**config.mk**
```make
export PLATFORM = sky130hd
export DESIGN_NAME = debug_mem_bridge
export DESIGN_NICKNAME = d
export VERILOG_FILES = /design/src/rtl/debug_pkg.sv /design/src/rtl/debug_reset_stretch.sv /design/src/rtl/debug_mem_bridge.sv
export SDC_FILE = /design/constraint.sdc
export NUM_CORES = 1
export LEC_CHECK = 0
export BUFFER_PORTS_ARGS = -buffer_cell sky130_fd_sc_hd__buf_2
export CORE_MARGIN = 4
export CORE_UTILIZATION = 40
export DETAILED_ROUTE_END_ITERATION = 10
export PLACE_DENSITY = 0.68
export SYNTH_ARGS = -nofsm -noshare
export SYNTH_HDL_FRONTEND = slang
export SYNTH_SLANG_ARGS = --single-unit
```
**constraint.sdc**
```tcl
create_clock -name cpu_clk -period 2.75 [get_ports cpu_clk]
set_input_delay 0.6875 -clock cpu_clk [delete_from_list [all_inputs] [get_ports cpu_clk]]
set_output_delay 0.6875 -clock cpu_clk [all_outputs]
set_load 0.02 [all_outputs]
```
**src/rtl/debug_pkg.sv**
```systemverilog
// Shared types and defaults for the debug access blocks.
package debug_pkg;

    typedef enum logic [1:0] {
        IDLE      = 2'd0,
        WAIT_HALT = 2'd1,
        ACCESS    = 2'd2,
        DONE      = 2'd3
    } state_e;

    localparam int DEF_NUM_CH     = 2;
    localparam int DEF_ADDR_W     = 32;
    localparam int DEF_DATA_W     = 32;
    localparam int DEF_TIMEOUT    = 255;
    localparam int DEF_RST_CYCLES = 16;

    // Channel-select width; a single channel still needs one select bit.
    function automatic int ch_width(input int n);
        return (n <= 1) ? 1 : $clog2(n);
    endfunction

endpackage

```
**src/rtl/debug_reset_stretch.sv**
```systemverilog
// Stretches a CPU reset request into a RST_CYCLES-long active-low pulse.
module debug_reset_stretch #(
    parameter int RST_CYCLES = 16
) (
    input  logic clk_i,
    input  logic rst_n_i,
    input  logic load_i,
    output logic cpu_resetn_o
);
    localparam int CNT_W = $clog2(RST_CYCLES + 1);

    logic [CNT_W-1:0] cnt_q, cnt_d;
    logic             resetn_q;

    always_comb begin
        cnt_d = cnt_q;
        if (load_i) begin
            cnt_d = CNT_W'(RST_CYCLES);
        end else if (cnt_q != '0) begin
            cnt_d = cnt_q - CNT_W'(1);
        end
    end

    // Leaving system reset behaves like a load: the counter starts full.
    always_ff @(posedge clk_i or negedge rst_n_i) begin
        if (!rst_n_i) begin
            cnt_q    <= CNT_W'(RST_CYCLES);
            resetn_q <= 1'b0;
        end else begin
            cnt_q    <= cnt_d;
            resetn_q <= (cnt_d == '0);
        end
    end

    assign cpu_resetn_o = resetn_q;

endmodule

```
**src/rtl/debug_mem_bridge.sv**
```systemverilog
// Debug bridge: host memory accesses over NUM_CH channels gated by CPU halt,
// plus single-step and stretched CPU reset.
//   state     | meaning
//   IDLE      | ready for a host request; step may be granted here
//   WAIT_HALT | request latched, holding cpu_halt until the CPU reports halted
//   ACCESS    | channel strobe asserted, waiting for that channel's ack
//   DONE      | one-cycle completion pulse (err on timeout or bad channel)
module debug_mem_bridge
    import debug_pkg::*;
#(
    parameter int  NUM_CH     = DEF_NUM_CH,
    parameter int  ADDR_W     = DEF_ADDR_W,
    parameter int  DATA_W     = DEF_DATA_W,
    parameter int  TIMEOUT    = DEF_TIMEOUT,
    parameter int  RST_CYCLES = DEF_RST_CYCLES,
    localparam int CH_W       = ch_width(NUM_CH)
) (
    input  logic                     cpu_clk,
    input  logic                     sys_rstn,
    input  logic                     dbg_req,
    input  logic                     dbg_we,
    input  logic [CH_W-1:0]          dbg_ch,
    input  logic [ADDR_W-1:0]        dbg_addr,
    input  logic [DATA_W-1:0]        dbg_wdata,
    output logic                     dbg_ready,
    output logic                     dbg_done,
    output logic                     dbg_err,
    output logic [DATA_W-1:0]        dbg_rdata,
    input  logic                     dbg_halt_req,
    input  logic                     dbg_step,
    input  logic                     dbg_reset_req,
    input  logic                     cpu_halted,
    output logic                     cpu_halt,
    output logic                     cpu_resetn,
    output logic [ADDR_W-1:0]        mem_addr,
    output logic [DATA_W-1:0]        mem_wdata,
    output logic                     mem_we,
    output logic [NUM_CH-1:0]        mem_ce,
    input  logic [NUM_CH*DATA_W-1:0] mem_rdata,
    input  logic [NUM_CH-1:0]        mem_ack
);
    localparam int TO_W = $clog2(TIMEOUT + 1);

    state_e              state_q, state_d;
    logic [CH_W-1:0]     ch_q, ch_d;
    logic                we_q, we_d;
    logic [ADDR_W-1:0]   addr_q, addr_d;
    logic [DATA_W-1:0]   wdata_q, wdata_d;
    logic [TO_W-1:0]     to_cnt_q, to_cnt_d;
    logic [DATA_W-1:0]   rdata_q, rdata_d;
    logic                err_q, err_d;
    logic                done_q, ready_q, halt_q, mem_we_q;
    logic [NUM_CH-1:0]   mem_ce_q;
    logic                step_fire, halt_d;

    always_comb begin
        state_d  = state_q;
        ch_d     = ch_q;
        we_d     = we_q;
        addr_d   = addr_q;
        wdata_d  = wdata_q;
        to_cnt_d = to_cnt_q;
        rdata_d  = rdata_q;
        err_d    = 1'b0;
        unique case (state_q)
            IDLE: begin
                if (dbg_req && ready_q) begin
                    ch_d    = dbg_ch;
                    we_d    = dbg_we;
                    addr_d  = dbg_addr;
                    wdata_d = dbg_wdata;
                    if (32'(dbg_ch) >= 32'(NUM_CH)) begin
                        state_d = DONE;
                        err_d   = 1'b1;
                        rdata_d = '0;
                    end else begin
                        state_d  = WAIT_HALT;
                        to_cnt_d = '0;
                    end
                end
            end
            WAIT_HALT: begin
                if (to_cnt_q == TO_W'(TIMEOUT)) begin
                    state_d = DONE;
                    err_d   = 1'b1;
                    rdata_d = '0;
                end else begin
                    to_cnt_d = to_cnt_q + TO_W'(1);
                    if (cpu_halted) state_d = ACCESS;
                end
            end
            ACCESS: begin
                // An ack arriving on the timeout cycle still completes cleanly.
                if (mem_ack[ch_q]) begin
                    state_d = DONE;
                    if (!we_q) rdata_d = mem_rdata[int'(ch_q)*DATA_W +: DATA_W];
                end else if (to_cnt_q == TO_W'(TIMEOUT)) begin
                    state_d = DONE;
                    err_d   = 1'b1;
                    rdata_d = '0;
                end else begin
                    to_cnt_d = to_cnt_q + TO_W'(1);
                end
            end
            DONE: state_d = IDLE;
        endcase
    end

    // Step is only granted from a settled halt, so a held dbg_step cannot chain.
    assign step_fire = dbg_step && !dbg_reset_req && halt_q && dbg_halt_req && cpu_halted
                       && (state_q == IDLE) && (state_d == IDLE);
    assign halt_d    = step_fire ? 1'b0 : (dbg_halt_req || (state_d != IDLE));

    always_ff @(posedge cpu_clk or negedge sys_rstn) begin
        if (!sys_rstn) begin
            state_q  <= IDLE;
            ch_q     <= '0;
            we_q     <= 1'b0;
            addr_q   <= '0;
            wdata_q  <= '0;
            to_cnt_q <= '0;
            rdata_q  <= '0;
            err_q    <= 1'b0;
            done_q   <= 1'b0;
            ready_q  <= 1'b0;
            halt_q   <= 1'b1;
            mem_we_q <= 1'b0;
            mem_ce_q <= '0;
        end else begin
            state_q  <= state_d;
            ch_q     <= ch_d;
            we_q     <= we_d;
            addr_q   <= addr_d;
            wdata_q  <= wdata_d;
            to_cnt_q <= to_cnt_d;
            rdata_q  <= rdata_d;
            err_q    <= err_d;
            done_q   <= (state_d == DONE);
            ready_q  <= (state_d == IDLE);
            halt_q   <= halt_d;
            mem_we_q <= (state_d == ACCESS) && we_d;
            mem_ce_q <= (state_d == ACCESS) ? (NUM_CH'(1) << ch_d) : '0;
        end
    end

    debug_reset_stretch #(
        .RST_CYCLES (RST_CYCLES)
    ) u_reset_stretch (
        .clk_i        (cpu_clk),
        .rst_n_i      (sys_rstn),
        .load_i       (dbg_reset_req),
        .cpu_resetn_o (cpu_resetn)
    );

    assign dbg_ready = ready_q;
    assign dbg_done  = done_q;
    assign dbg_err   = err_q;
    assign dbg_rdata = rdata_q;
    assign cpu_halt  = halt_q;
    assign mem_addr  = addr_q;
    assign mem_wdata = wdata_q;
    assign mem_we    = mem_we_q;
    assign mem_ce    = mem_ce_q;

endmodule

```
==> summary.md, run 1 <==
| Metric | Value |
|---|---|
| Most used flip-flop cell after synthesis | `dfrtp_1` |
| Vias in the first global route | `4,032` |
| CTS tree | `done` |
| Achievable Freq | `472.3 MHz` |
| Synth async-reset ratio | `100.0%` |
| Synthesized area per cell | `12.80 um^2` |
| Clock transition at the registers of the reported paths | `0.05 ns` |
| Commonest non-fill, non-tap cells in the layout | `buf_2, dfrtp_1, mux2_2` |
| Avg WL per Cell | `16.20 um` |
| # port buffers | `242` |
| Initial antenna violation count | `0` |
| Detailed-router iteration count before antenna repair | `4` |
| Final Hold Viols | `0` |
| Max Root-Sink Buffers | `2` |
| ANT cells | `0` |
| #FFs+latches synth | `121` |
| Die area | `14,990 um^2` |
| HPWL Detailed | `10.22 mm` |
| Tmin final | `2.117 ns` |
| Critical Path RT | `3.04 ns` |
| I/O pins | `243` |
| Lkg Pwr | `3.699 nW` |
| Dpl ws | `0.6283 ns` |
| Cts bufs inserted | `17` |
| Placed inst area | `6634 um^2` |
| Crit end category | `register` |
| Peak fanout along the critical path | `6` |
| # setup viols final | `0` |
| # DRC | `0` |
| Area delta synth->final | `37.80%` |
| Max-cap violations | `0` |
| Clock root cell | `clkbuf_16` |
| Setup CP Type | `register to register` |
| Synth unique cells | `46` |
| Die Width | `122.4 um` |
| Die height | `122.4 um` |
| Top-area cell type share of the netlist area | `56.87%` |
| Cells after DPL | `810` |
| Net Count, Synth | `556` |
| # resized after CTS | `0` |
| # hold bufs at CTS | `0` |
| Worst rel slew slack | `41.20%` |
| Total global routing overflow | `0` |
| Number of synthesized flops with an enable pin | `0` |
| Synth warnings | `0` |
| Final core occ | `56.72%` |
| Cell Count, Final, Fillers Out | `842` |
| Initial Util | `41.16%` |
| Via/cell ratio | `4.828` |
| Clock skew | `0.005787 ns` |
| GP Congestion | `0.8049` |
| Synth area leaders | `dfrtp_1, mux2_2, mux2i_1, o22ai_1, inv_1` |
| Worst EP arrival | `2.40 ns` |
| RSZ-0062 raised after global routing | `no` |
| # nets final | `804` |
| Worst vdd ir | `636.9 uV` |
| Core Rows | `41` |
| Area leader, netlist | `dfrtp_1` |
| Seq/Total Area, Yosys | `57.87%` |
| Layout cells sized above 1 | `53.28%` |
| Syn Inst Count | `409` |
| CORE AREA | `12,720 um^2` |
| Clock Latency Late Sink | `0.40 ns` |
| Mapped Area | `5236 um^2` |
| Drt total wl | `13.64 mm` |
| Detailed Route Iter0 Violations | `258` |
| First-pass GRT wire length | `20.29 mm` |
| Startpoint Class | `register` |
| Hold WC Path Type | `input port to asynchronous set/reset pin` |
| Final Max Tran Viols | `0` |
| CTS sink cnt | `121` |
| Power density over the cells | `1277 nW/um^2` |
| Postcts setup bufs | `0` |
| Worst-margin pin slew | `0.8697 ns` |
| # H-tree levels | `4` |
| Via count | `4,065` |
| Antenna Nets Post-Route | `0` |
| Design area | `7216 um^2` |
| Largest net degree at the start of global routing | `62` |
| Setup TNS | `0 ns` |
| Tot GR Track Use | `17.59%` |
| Worst Slack Setup Final | `0.6329 ns` |
| Fin crit share | `76.98%` |
| Status | `finished, final reports clean` |
| Most common cell after layout, fill and taps aside | `buf_2` |
| Cell depth of the worst flop-to-flop path | `6` |
critical path, stage by stage, from the launching register on:
cell	delay [ns]
dfrtp_1	0.43
inv_1	0.11
ha_1	0.37
and4_1	0.21
and2_1	0.21
or4b_1	0.54
mux2i_1	0.13
flip-flops by register name, indices dropped and copies added (netlist names), 2 cells and up:
| signal | cells |
|---|---|
| dbg_rdata | 32 |
| mem_addr | 32 |
| mem_ce | 2 |
| mem_wdata | 32 |
| state_q | 2 |
| to_cnt_q | 8 |
| u_reset_stretch.cnt_q | 5 |
logic make-up (layout without fill, tap and decap cells):
| kind of cell | after synthesis | in the layout | share of synthesized area (%) |
|---|---|---|---|
| multiplexers | 101 | 101 | 21.12 |
| buffers and inverters | 61 | 322 | 4.851 |
| AO/OA/AOI/OAI | 59 | 59 | 7.718 |
| XOR/XNOR | 3 | 3 | 0.5019 |
| AND/OR/NAND/NOR | 56 | 56 | 6.021 |
| flip-flops | 121 | 121 | 57.87 |
| adder cells (fa/ha/maj) | 8 | 8 | 1.912 |
layer usage:
metal	global-route usage, %	wire (um)	up-vias
met2	31.40	7236	141
met5	0	0	-
met3	5.806	977	16
met4	5.738	235	0
li1	-	-	1947
met1	19.80	5193	1961
final cells by class:
cell class | instances | area, um^2
fill | 1120 | 5507
sequential | 121 | 3032
multi-input combinational | 227 | 1954
timing repair buffer | 249 | 1279
clock buffer | 20 | 456.7
tap | 172 | 215.2
inverter | 41 | 153.9
clock inverter | 12 | 125.1
final timing paths:
| check | from | slack [ns] | end |
|---|---|---|---|
| worst max-delay path | state_q[1] | 0.63 | to_cnt_q[5] |
| worst min-delay path | sys_rstn | 0.24 | mem_addr[12] |
| worst min register to register | mem_wdata[18] | 0.50 | mem_wdata[18] |
| max in group asynchronous | sys_rstn | 1.76 | u_reset_stretch.cnt_q[4] |
| min in group cpu_clk | mem_wdata[18] | 0.50 | mem_wdata[18] |
| worst max register to register | state_q[1] | 0.63 | to_cnt_q[5] |
cells in the mapped netlist, types with 3 or more instances:
| library cell | number |
|---|---|
| clkbuf_1 | 6 |
| xnor2_1 | 3 |
| nand2b_1 | 4 |
| or4_1 | 3 |
| dfrtp_1 | 119 |
| o21ai_0 | 9 |
| buf_4 | 4 |
| o211ai_1 | 3 |
| nand3_1 | 3 |
| mux2_2 | 66 |
| ha_1 | 8 |
| and2_1 | 4 |
| nor3_1 | 5 |
| buf_2 | 8 |
| nand2_1 | 13 |
| a21oi_1 | 3 |
| nor2_1 | 7 |
| o22ai_1 | 32 |
| mux2i_1 | 34 |
| inv_1 | 41 |
report_power, final:
part	switching [W]	total, W	leakage [nW]	internal (W)
sequential	0.000429	0.00306	1.44	0.00263
combinational	0.00236	0.00401	1.98	0.00166
clock	0.000769	0.00214	0.282	0.00137
total	0.00356	0.00921	3.70	0.00566
through the flow:
step                      total power, W  hold WS, ns
after floorplan                 0.005767       0.3919
after global placement          0.007004       0.4808
after detailed placement        0.007137       0.4877
after CTS                       0.009325       0.2479
after global routing            0.009769       0.2589
final                           0.009211       0.2445
Power figures use the tool's default switching activity.
==> run 2: changes to the inputs <==
- clock period: 2.75 -> 2.2 ns (I/O delays scaled with it)
==> summary.md, run 2 (same netlist as run 1, synthesis figures left out) <==
| Metric | Value |
|---|---|
| Status | `finished, final reports clean` |
| Clock skew | `0.008720 ns (+0.002933 ns)` |
| Fin crit share | `91.28% (+14 points)` |
| Setup CP Type | `register to register` |
| Detailed Route Iter0 Violations | `204 (-21%)` |
| I/O pins | `243 (unchanged)` |
| Startpoint Class | `register` |
| Layout cells sized above 1 | `53.33% (about the same)` |
| Die area | `14,990 um^2 (unchanged)` |
| FILL cells | `1,105 (-1.3%)` |
| Cts bufs inserted | `17 (unchanged)` |
| Commonest non-fill, non-tap cells in the layout | `buf_2, dfrtp_1, mux2_2` |
| CORE AREA | `12,720 um^2 (unchanged)` |
| Drt total wl | `13.78 mm (+0.99%)` |
| CP startpoint | `state_q[0]` |
| Crit-path slowest cell | `or4b_1` |
| Peak fanout along the critical path | `6 (unchanged)` |
| # DRC | `0 (unchanged)` |
| # hold bufs at CTS | `0 (unchanged)` |
| Largest stage delay, worst path | `0.53 ns (about the same)` |
| Most common cell after layout, fill and taps aside | `buf_2` |
| Crit end category | `register` |
| HPWL Detailed | `10.59 mm (+3.7%)` |
| Initial Util | `41.16% (unchanged)` |
| Clock Latency Late Sink | `0.41 ns (about the same)` |
| Worst-margin pin slew | `0.6062 ns (-0.2636 ns)` |
| Clock root cell | `clkbuf_16` |
| Largest net degree at the start of global routing | `50 (-19%)` |
| # H-tree levels | `4 (unchanged)` |
| # port buffers | `242 (unchanged)` |
| Critical path buffers and inverters | `1 (unchanged)` |
| First-pass GRT wire length | `21.08 mm (+3.9%)` |
| Die Width | `122.4 um (unchanged)` |
| Critical Path RT | `2.50 ns (-0.54 ns)` |
| Max-cap violations | `0 (unchanged)` |
| Avg WL per Cell | `16.27 um (+0.39%)` |
| Total global routing overflow | `0 (unchanged)` |
| Via/cell ratio | `4.841 (+0.27%)` |
| RSZ-0062 raised after global routing | `no` |
| Setup TNS | `0 ns (unchanged)` |
| CP Cell Sequence | `inv_1 > ha_1 > and4_1 > and2_1 > or4b_1 > mux2i_1` |
| CTS sink cnt | `121 (unchanged)` |
| Antenna Nets Post-Route | `0 (unchanged)` |
| Dpl ws | `0.1975 ns (-0.4308 ns)` |
| Postcts setup bufs | `0 (unchanged)` |
| RR Startpoint | `state_q[0]` |
| CTS tree | `done` |
| R2r endpoint | `to_cnt_q[5]` |
| Crit path max-delay family | `simple AND/OR/NAND/NOR gates` |
| Power density over the cells | `1591 nW/um^2 (+25%)` |
| Achievable Freq | `498.0 MHz (+5.4%)` |
| Lkg Pwr | `3.721 nW (+0.60%)` |
| Final core occ | `57.17% (+0.45 points)` |
| Worst vdd ir | `800.3 uV (+26%)` |
| Tmin final | `2.008 ns (-0.1089 ns)` |
| Final Hold Viols | `0 (unchanged)` |
| Detailed-router iteration count before antenna repair | `4 (unchanged)` |
| Worst R2R Setup Slack | `0.19 ns (-0.44 ns)` |
| Worst rel slew slack | `59.02% (+18 points)` |
| Clock transition at the registers of the reported paths | `0.05 ns (about the same)` |
| Final Max Tran Viols | `0 (unchanged)` |
| Max Root-Sink Buffers | `2 (unchanged)` |
| Hold WC Path Type | `input port to asynchronous set/reset pin` |
| Worst EP arrival | `2.30 ns (-0.10 ns)` |
| Initial antenna violation count | `0 (unchanged)` |
| Tot GR Track Use | `18.36% (+0.77 points)` |
| Core Rows | `41 (unchanged)` |
| # setup viols final | `0 (unchanged)` |
| Vias in the first global route | `4,276 (+6.1%)` |
| Cell depth of the worst flop-to-flop path | `6 (unchanged)` |
| GP Congestion | `0.8569 (+6.5%)` |
| # nets final | `809 (+0.62%)` |
| Area delta synth->final | `38.90%` |
| Worst Slack Setup Final | `0.1918 ns (-0.4411 ns)` |
| ANT cells | `0 (unchanged)` |
| Via count | `4,100 (+0.86%)` |
| Die height | `122.4 um (unchanged)` |
| # resized after CTS | `0 (unchanged)` |
[run 2: cell count changes in the layout (fill, tap and decap cells not counted), sizes merged]
| cell | previous run | this run |
|---|---|---|
| buf | 249 | 254 |
| clkinv | 7 | 6 |
| clkinvlp | 3 | 4 |
[run 2: through the flow]
stage               hold slack (ns)  total power [W]  instances  cell area, um^2
floorplan                    0.2544         0.007208        409             5236
global placement             0.4815         0.008850        815             6709
detailed placement           0.4873         0.009042        815             6709
CTS                         0.07929          0.01171        847             7273
global route                0.09434          0.01229        847             7273
finish                      0.07835          0.01157        847             7273
[run 2: worst max-delay path by stage]
stage,to,cells after the start
after floorplan,to_cnt_q[5],6
after global placement,to_cnt_q[5],6
after detailed placement,to_cnt_q[5],6
after CTS,to_cnt_q[5],6
after global routing,dbg_rdata[15],7
final,to_cnt_q[5],6
[run 2: final cells by class]
| cell class | instances | area, um^2 | share of cell area, % |
|---|---|---|---|
| Inverter | 41 | 153.9 | 2.116 |
| Clock inverter | 12 | 127.6 | 1.755 |
| Tap cell | 172 | 215.2 | 2.959 |
| Multi-Input combinational cell | 227 | 1954 | 26.87 |
| Clock buffer | 20 | 436.7 | 6.004 |
| Sequential cell | 121 | 3032 | 41.68 |
| Timing Repair Buffer | 254 | 1354 | 18.61 |
[run 2: metal layers]
layer / GRT usage, % / up-vias / share of wire (%)
li1: - / 1948 / -
met5: 0 / - / 0
met2: 32.39 / 148 / 53
met4: 7.698 / 0 / 2.1
met1: 20.79 / 1980 / 38
met3: 5.253 / 24 / 7.0
[run 2: where the power goes]
| part | leakage, nW | switching [W] | internal, W |
|---|---|---|---|
| logic | 2.01 | 0.00298 | 0.00215 |
| registers | 1.44 | 0.000545 | 0.00328 |
| clock network | 0.266 | 0.000957 | 0.00166 |
| total | 3.72 | 0.00448 | 0.00709 |
